<file path="src/rtl/reorder_pkg.sv">
// Shared definitions for the in-line reorder / interleave stages.
//   DefDataWidth, DefMaxLineSize : default sample width and line capacity
//   AddrWidth, LenWidth          : index and length widths for the defaults
//   Data_t                       : sample type at the default width
//   half_ceil(len)               : size of the low/even half, ceil(len/2)
package reorder_pkg;

    localparam int DefDataWidth   = 8;
    localparam int DefMaxLineSize = 8;
    localparam int AddrWidth      = $clog2(DefMaxLineSize);
    localparam int LenWidth       = $clog2(DefMaxLineSize + 1);

    typedef logic [DefDataWidth-1:0] Data_t;

    function automatic int unsigned half_ceil(input int unsigned len);
        return (len + 1) / 2;
    endfunction

endpackage

</file>
<file path="src/rtl/line_bank_ram.sv">
// Line buffer storage: simple dual-port RAM, one synchronous write port and
// one asynchronous read port. The bank index occupies the upper address part.
//   clk            : clock
//   we/waddr/wdata : write port
//   raddr/rdata    : combinational read port
module line_bank_ram #(
    parameter int Width = 8,
    parameter int Depth = 16,
    parameter int AddrW = $clog2(Depth)
) (
    input  logic             clk,
    input  logic             we,
    input  logic [AddrW-1:0] waddr,
    input  logic [Width-1:0] wdata,
    input  logic [AddrW-1:0] raddr,
    output logic [Width-1:0] rdata
);

    logic [Width-1:0] mem [Depth];

    always_ff @(posedge clk) begin
        if (we) begin
            mem[waddr] <= wdata;
        end
    end

    assign rdata = mem[raddr];

endmodule

</file>
<file path="src/rtl/inline_interleave.sv">
// Inverse of the in-line reorder stage. A line arrives as its low/even half
// followed by its high/odd half and leaves interleaved L0 H0 L1 H1 ...
// Lines are buffered in one bank or two ping-pong banks.
//   clk, rst                     : clock, synchronous active-low reset
//   in_data/in_valid/in_ready    : input sample stream
//   in_sof/in_eol                : first sample of frame / last of line
//   out_data/out_valid/out_ready : output sample stream
//   out_sof/out_eol              : first sample of frame / last of line
module inline_interleave
    import reorder_pkg::*;
#(
    parameter int DataWidth   = 8,
    parameter int MaxLineSize = 8,
    parameter int DoubleBuff  = 1
) (
    input  logic                 clk,
    input  logic                 rst,
    input  logic [DataWidth-1:0] in_data,
    input  logic                 in_valid,
    output logic                 in_ready,
    input  logic                 in_sof,
    input  logic                 in_eol,
    output logic [DataWidth-1:0] out_data,
    output logic                 out_valid,
    input  logic                 out_ready,
    output logic                 out_sof,
    output logic                 out_eol
);

    localparam int AW       = $clog2(MaxLineSize);
    localparam int LW       = $clog2(MaxLineSize + 1);
    localparam int RamDepth = (1 + DoubleBuff) * MaxLineSize;
    localparam int RamAW    = $clog2(RamDepth);

    logic [AW-1:0]        wa_q, wa_d;
    logic                 wb_q, wb_d;
    logic                 rb_q, rb_d;
    logic [AW-1:0]        k_q, k_d;
    logic [1:0]           full_q, full_d;
    logic [1:0]           sof_q, sof_d;
    logic [LW-1:0]        len_q [2];
    logic [LW-1:0]        len_d [2];
    logic                 in_ready_q, in_ready_d;
    logic                 out_valid_q, out_valid_d;
    logic [DataWidth-1:0] out_data_q, out_data_d;
    logic                 out_sof_q, out_sof_d;
    logic                 out_eol_q, out_eol_d;

    logic                 in_fire;
    logic                 out_load;
    logic                 last_k;
    logic [AW-1:0]        rd_off;
    logic                 ram_we;
    logic [RamAW-1:0]     ram_waddr;
    logic [RamAW-1:0]     ram_raddr;
    logic [DataWidth-1:0] ram_rdata;

    line_bank_ram #(
        .Width (DataWidth),
        .Depth (RamDepth)
    ) u_ram (
        .clk   (clk),
        .we    (ram_we),
        .waddr (ram_waddr),
        .wdata (in_data),
        .raddr (ram_raddr),
        .rdata (ram_rdata)
    );

    always_comb begin
        wa_d        = wa_q;
        wb_d        = wb_q;
        rb_d        = rb_q;
        k_d         = k_q;
        full_d      = full_q;
        sof_d       = sof_q;
        len_d       = len_q;
        out_valid_d = out_valid_q;
        out_data_d  = out_data_q;
        out_sof_d   = out_sof_q;
        out_eol_d   = out_eol_q;

        // in_ready_q is only high while bank wb is not full, so a write can
        // never land in a bank that is still waiting to be read.
        in_fire   = in_valid && in_ready_q;
        ram_we    = in_fire;
        ram_waddr = (wb_q ? RamAW'(MaxLineSize) : RamAW'(0)) + RamAW'(wa_q);

        if (in_fire) begin
            if (wa_q == '0) begin
                sof_d[wb_q] = in_sof;
            end
            // A line that reaches the bank capacity closes on its own; the
            // following sample begins a new line.
            if (in_eol || (wa_q == AW'(MaxLineSize - 1))) begin
                len_d[wb_q]  = LW'(wa_q) + LW'(1);
                full_d[wb_q] = 1'b1;
                wa_d         = '0;
                if (DoubleBuff != 0) begin
                    wb_d = ~wb_q;
                end
            end else begin
                wa_d = wa_q + AW'(1);
            end
        end

        // Even outputs walk the low half, odd outputs walk the high half
        // starting at ceil(len/2).
        rd_off = k_q[0] ? AW'(half_ceil(32'(len_q[rb_q])) + 32'(k_q >> 1))
                        : (k_q >> 1);
        ram_raddr = (rb_q ? RamAW'(MaxLineSize) : RamAW'(0)) + RamAW'(rd_off);

        out_load = (!out_valid_q || out_ready) && full_q[rb_q];
        last_k   = (LW'(k_q) + LW'(1)) == len_q[rb_q];

        if (out_load) begin
            out_valid_d = 1'b1;
            out_data_d  = ram_rdata;
            out_sof_d   = sof_q[rb_q] && (k_q == '0);
            out_eol_d   = last_k;
            if (last_k) begin
                full_d[rb_q] = 1'b0;
                k_d          = '0;
                if (DoubleBuff != 0) begin
                    rb_d = ~rb_q;
                end
            end else begin
                k_d = k_q + AW'(1);
            end
        end else if (out_ready) begin
            out_valid_d = 1'b0;
        end

        in_ready_d = !full_d[wb_d];
    end

    always_ff @(posedge clk) begin
        if (!rst) begin
            wa_q        <= '0;
            wb_q        <= 1'b0;
            rb_q        <= 1'b0;
            k_q         <= '0;
            full_q      <= '0;
            sof_q       <= '0;
            len_q[0]    <= '0;
            len_q[1]    <= '0;
            in_ready_q  <= 1'b0;
            out_valid_q <= 1'b0;
            out_data_q  <= '0;
            out_sof_q   <= 1'b0;
            out_eol_q   <= 1'b0;
        end else begin
            wa_q        <= wa_d;
            wb_q        <= wb_d;
            rb_q        <= rb_d;
            k_q         <= k_d;
            full_q      <= full_d;
            sof_q       <= sof_d;
            len_q       <= len_d;
            in_ready_q  <= in_ready_d;
            out_valid_q <= out_valid_d;
            out_data_q  <= out_data_d;
            out_sof_q   <= out_sof_d;
            out_eol_q   <= out_eol_d;
        end
    end

    assign in_ready  = in_ready_q;
    assign out_valid = out_valid_q;
    assign out_data  = out_data_q;
    assign out_sof   = out_sof_q;
    assign out_eol   = out_eol_q;

endmodule

</file>
<file path="config.mk">
export PLATFORM = sky130hd
export DESIGN_NAME = inline_interleave
export DESIGN_NICKNAME = d
export VERILOG_FILES = /design/src/rtl/reorder_pkg.sv /design/src/rtl/line_bank_ram.sv /design/src/rtl/inline_interleave.sv
export SDC_FILE = /design/constraint.sdc
export NUM_CORES = 1
export LEC_CHECK = 0
export ABC_AREA = 1
export BUFFER_PORTS_ARGS = -buffer_cell sky130_fd_sc_hd__buf_2
export CORE_MARGIN = 3
export CORE_UTILIZATION = 59
export CTS_BUF_LIST = sky130_fd_sc_hd__clkbuf_8 sky130_fd_sc_hd__clkbuf_16
export DETAILED_ROUTE_END_ITERATION = 7
export PLACE_DENSITY = 0.85
export SYNTH_ARGS = -nofsm -noshare
export SYNTH_HDL_FRONTEND = slang
export SYNTH_SLANG_ARGS = --single-unit
</file>
<file path="constraint.sdc">
create_clock -name clk -period 5.2 [get_ports clk]
set_input_delay 0.78 -clock clk [delete_from_list [all_inputs] [get_ports clk]]
set_output_delay 0.78 -clock clk [all_outputs]
set_load 0.01 [all_outputs]
</file>
== Word-level counts from Yosys, hierarchy flattened ==
Memories as Yosys holds them, arrays and structs flattened. A register that Yosys moved wholly into a read port is not among the register bits.
Cells that the tools add are included.

* Register bits after elaboration: 24
* RAM bits: 128
* Input port bits: 14
* Output and inout port bits: 12
* Memories: 1

{| class="wikitable"
|+ Memory list
! memory !! depth !! bits a word !! rd ports !! clocked after memory_dff !! wr ports !! RTL line !! text
|-
| u_ram.mem || 16 || 8 || 1 || 1 || 1 || line_bank_ram.sv:19 || <nowiki>logic [Width-1:0] mem [Depth];</nowiki>
|}

* $add $sub $neg: 8
* $lt $le $gt $ge: 8
* Equal/unequal tests: 2
* Mux-type cells: 32
* Bitwise logic cells: 7
* Reductions and logical operators: 17

{| class="wikitable"
|+ Operators with widths
! cell !! count
|-
| 4-bit 2-to-1 mux || 6
|-
| 1-bit 2-to-1 mux || 14
|-
| 3-bit 2-to-1 mux || 3
|-
| 3-bit by 1-bit adder with 4-bit output (second input constant) || 2
|-
| 4-bit by 3-bit adder with 4-bit output || 2
|-
| 8-bit bitwise mux || 1
|-
| 2-bit 2-to-1 mux || 4
|-
| 3-bit by 1-bit adder with 3-bit output (second input constant) || 2
|-
| 1-bit logical AND || 6
|-
| 3-bit zero test || 2
|-
| 1-bit by 2-bit less-than comparator with 1-bit output (second input constant) || 3
|-
| 2-bit AND reduction || 3
|-
| 4-bit by 1-bit adder with 4-bit output (second input constant) || 1
|-
| 4-bit demux with 1-bit select || 1
|-
| 4-bit equality test || 1
|-
| 2-bit greater-or-equal comparator (second input constant) || 2
|-
| 1-bit NOT with 2-bit output || 2
|-
| 3-bit by 2-bit adder with 3-bit output || 1
|-
| 3-bit equality test (second input constant) || 1
|-
| 1-bit zero test || 3
|-
| 2-bit bitwise AND || 1
|-
| 2-bit bitwise mux || 1
|-
| 1-bit demux with 1-bit select || 2
|-
| 1-bit greater-or-equal comparator (second input constant) || 2
|-
| other kinds (6) || 8
|}

== Depth between registers and ports, before layout ==
* Word-level depth: 13
* Mapped depth: 20
* Gate-level depth less buffers: 18

== Hierarchy ==
Synthesis repeated with hierarchy kept, for this count alone.

* Cell total of the unflattened synthesis: 766
* Area, all modules: 7,195.7 µm²

{| class="wikitable"
|+ Modules (own cells, without submodules)
! module !! times used !! cells each !! area an instance (µm²)
|-
| line_bank_ram || 1 || 545 || 5,611.6
|-
| inline_interleave || 1 || 221 || 1,584.0
|}

== Worst setup path before layout ==
No wires, ideal clock.

* Kind: flip-flop to flip-flop
* Start: reg rb_q
* End: reg out_data_q[0], in the netlist out_data[0], read port of u_ram.mem
* Library setup time: 0.109 ns
* Arrival time: 2.327 ns
* Required time: 5.091 ns
* Path slack: 2.764 ns
* Stages on the path, launching flop included: 18
* Clock period less this slack: 2.436 ns
* Cell sequence: dfxtp_1 > buf_6 > inv_4 > nand2_1 > nand2_2 > ha_1 > ha_1 > fa_1 > nand2_1 > o21ai_2 > buf_2 > nand3_1 > nand2_1 > nand3_1 > nand3_1 > nand3_1 > nand2_1 > inv_1

* Word-level cells in the longest chain between the ends: 8
* Elaborated cells on any way between the ends: 12

{| class="wikitable"
|+ Ends and longest elaborated chain
! item !! RTL line !! text
|-
| start: declaration || inline_interleave.sv:37 || <nowiki>logic rb_q, rb_d;</nowiki>
|-
| start signal: assignment || inline_interleave.sv:155 || <nowiki>rb_q <= rb_d;</nowiki>
|-
| 1-bit NOT with 2-bit output (not written as such) || inline_interleave.sv:109 || <nowiki>rd_off = k_q[0] ? AW'(half_ceil(32'(len_q[rb_q])) + 32'(k_q >> 1))</nowiki>
|-
| 4-bit 2-to-1 mux (not written as such) (3 in a row) || inline_interleave.sv:109 ||
|-
| 4-bit by 1-bit adder with 4-bit output || reorder_pkg.sv:16 || <nowiki>return (len + 1) / 2;</nowiki>
|-
| 3-bit by 2-bit adder with 3-bit output || inline_interleave.sv:109 ||
|-
| 3-bit 2-to-1 mux || inline_interleave.sv:109 ||
|-
| 4-bit by 3-bit adder with 4-bit output || inline_interleave.sv:111 || <nowiki>ram_raddr = (rb_q ? RamAW'(MaxLineSize) : RamAW'(0)) + RamAW'(rd_off);</nowiki>
|-
| end: declaration || inline_interleave.sv:45 || <nowiki>logic [DataWidth-1:0] out_data_q, out_data_d;</nowiki>
|}

Parallel ways exist; a longest one is shown, timed or not. The select of a mux whose other input is x is not followed.
A chain may end at the register's enable or synchronous reset.

== Worst setup path after layout ==
* Start: reg rb_q
* End: reg out_data_q[4], in the netlist out_data[4], read port of u_ram.mem

The elaborated chain is that of the path after synthesis.

==> flow_summary.ini <==
[logic_synthesis]
syn_inst = 725
yosysUniqueCellTypes = 31
synth_compound_area_frac = 0.0381
synthMostInstantiatedCell = nand2_1
ys.flop_type = edfxtp_1
synth_adder_area_share = 0.0187
syn-cell-area_mm2 = 0.00710
synth_top_family_by_area = simple AND/OR/NAND/NOR gates
synth.cells.most_frequent = 214 x nand2_1, 128 x edfxtp_1, 96 x nand3_1, 70 x nor2_1, 67 x inv_1
synth_top_area_share = 0.542
synthesis.nets = 749
synth_edf_count = 128
synth_area_leaders = edfxtp_1 54%, nand2_1 11%, dfxtp_1 9.0%, nand3_1 6.8%, nor2_1 3.7%
yosysWarnings = 0
muxShareOfSynthArea = 0
avgSynthCellArea_um2 = 9.79
synth_simple_gate_area_share = 0.236
seq_area_frac_synth = 0.632
synth_xor_area_frac = 0.00740
synthArstFlopShare = 0
synth_top_area_cell = edfxtp_1
yosys_register_bits = 160

[placement]
place_congestion = 0.943
dp_hpwl_um = 10300
place.port_buffers = 25
place_area_mm2 = 0.00720

[timing]
fin_skew_ns = 0.00601
setup_viol = 0
hold_violations = 0
fin_crit_sh = 0.708
finalSetupTns_ns = 0
whs_ns = 0.466
rsz0062_at_grt = false
period_needed_ns = 3.68
finalMaxSlewViolations = 0
max_freq_mhz = 272
relSlewSlack = 0.298
tightest_slew_ns = 1.05

[pwr]
swShare = 0.248
p_comb_frac = 0.117
cellPowerDensity_mw_per_mm2 = 376
clkPwrFrac = 0.391
ir_drop_v = 0.000300
p_switching_mw = 0.722
leakagePower_nw = 3.20
seq_power_share = 0.491
internal_power_mw = 2.19

[die]
num_io_pins = 26
die_area_mm2 = 0.0134
die_w_um = 116
die_y_um = 116
start_util = 0.614
core_area_mm2 = 0.0116
num_rows = 39

[route]
wl_per_cell_um = 17.7
drcViolationCount = 0
drtAntennaViolNets = 0
drt-total-wl_um = 15800
first_pass_iters = 5
vias_per_cell = 5.66
drt_iter0_drc = 522
via_count = 5069

[setup_path]
reg2reg_to = out_data[4]$_SDFFE_PN0P_
arrival_ns = 4.00
worst_setup_path_end_kind = flip-flop
required_ns = 5.52
worst_setup_path_start_kind = flip-flop
worstRegToRegCells = 16
crit_fanout = 32
crit_end = out_data[4]$_SDFFE_PN0P_
worstSetupStartpoint = rb_q$_SDFFE_PN0P_
critPathKind = flip-flop to flip-flop
r2r_start = rb_q$_SDFFE_PN0P_
r2r_setup_slack_ns = 1.52

[finish]
finalNetCount = 765
ff_latch_area_mm2 = 0.00448
finish.utilization = 0.669
design_area_mm2 = 0.00774
antenna_cells = 0
fillerInstances = 856
synthToLayoutAreaGrowth_pct = 9.06
multiInputGateArea_mm2 = 0.00213
drive_gt1_frac = 0.0918

[clocking]
hold_buffers = 0
path_clk_slew_ns = 0.06
numClockSinks = 160
cts_buffer_depth = 2
numCtsBuffers = 17
post_cts_resized = 0
worst_skew_pair.late_latency_ns = 0.42
postCtsSetupBuffers = 0
ctsRootBufferMaster = clkbuf_16
h-tree-depth = 4
cts_tree = built

[grt]
grt_pass1_wl_um = 25200
grt_max_degree = 73
grtUsageTotal = 0.254
antenna_found_initial = 0
grt_pass1_vias = 4839
grt-ovfl-total = 0

[flow_run]
cap_violations = 0

[worst_hold_path]
hp-class = flip-flop to flip-flop

[run_status]
outcome = completed
[cells by family after synthesis]
kind of cell	Yosys count
AOI/OAI and AO/OA	52
xor gates and xnor gates	6
adders and majority gates	10
buffers and inverters	101
DFF	160
and+or+nand+nor	396
[worst max-delay path: stages (launching register included)]
cell,delay (ns)
dfxtp_1,0.74
inv_4,0.17
nand2_1,0.14
nand2_2,0.09
ha_1,0.31
ha_1,0.21
fa_1,0.43
nand2_1,0.10
o21ai_2,0.09
inv_2,0.50
nand3_1,0.17
nand2_1,0.14
nand3_1,0.08
nand3_1,0.17
nand3_1,0.09
nand2_1,0.09
inv_1,0.04
[final cells by class]
type / count / share of cell area
clock buffers: 17 / 0.0550
clock inverters: 13 / 0.0142
inverters: 71 / 0.0351
multi-input cells: 464 / 0.275
flip-flops and latches: 160 / 0.579
well taps: 143 / 0.0231
repair buffers: 27 / 0.0181
[power by group through the flow]
stage	registers [mW]	clock network, mW	logic, mW
global route	1.43	1.21	0.390
global placement	1.46	0	0.330
CTS	1.43	1.15	0.342
floorplan	1.45	0	0.253
finish	1.43	1.14	0.342
detailed placement	1.46	0	0.336
[layer usage]
layer / wire [µm] / track usage
met1: 6550 / 0.342
met2: 7560 / 0.394
met3: 1120 / 0.0632
met4: 594 / 0.120
met5: 0 / 0
[state kept, by name, indices dropped and copies added (netlist names)]
register,count
full_q,2
in_ready,1
k_q,3
len_q,8
out_data,8
out_eol,1
out_sof,1
out_valid,1
rb_q,1
sof_q,2
u_ram.mem,128
wa_q,3
wb_q,1
[metrics by stage]
step | worst slack, ns | std cells | power [mW]
floorplan | 2.76 | 725 | 1.70
global placement | 1.70 | 865 | 1.79
detailed placement | 1.62 | 865 | 1.79
CTS | 1.53 | 895 | 2.92
global route | 1.25 | 895 | 3.03
finish | 1.52 | 895 | 2.91
[how the worst min path moves through the flow]
stage                     depth (start not counted)                  start                    end  slack [ns]
after floorplan                                   2  len_q[7]$_SDFFE_PN0P_  len_q[7]$_SDFFE_PN0P_        0.44
after global placement                            2   out_eol$_SDFFE_PN0P_   out_eol$_SDFFE_PN0P_        0.46
after detailed placement                          2   out_eol$_SDFFE_PN0P_   out_eol$_SDFFE_PN0P_        0.45
after CTS                                         2   out_eol$_SDFFE_PN0P_   out_eol$_SDFFE_PN0P_        0.46
after global routing                              2   out_eol$_SDFFE_PN0P_   out_eol$_SDFFE_PN0P_        0.52
final                                             2   out_eol$_SDFFE_PN0P_   out_eol$_SDFFE_PN0P_        0.47
[cell usage in the layout, fill, tap and decap left out, drive strengths merged, types with 12 or more instances in the layout]
| master | Yosys | layout |
|---|---|---|
| nand3 | 97 | 97 |
| nor2 | 72 | 72 |
| a21oi | 12 | 12 |
| edfxtp | 128 | 128 |
| nand2 | 222 | 222 |
| inv | 70 | 75 |
| clkbuf | 2 | 17 |
| buf | 28 | 27 |
| dfxtp | 32 | 32 |
| o21ai | 38 | 38 |
No activity file was read; power rests on OpenSTA's default activity.
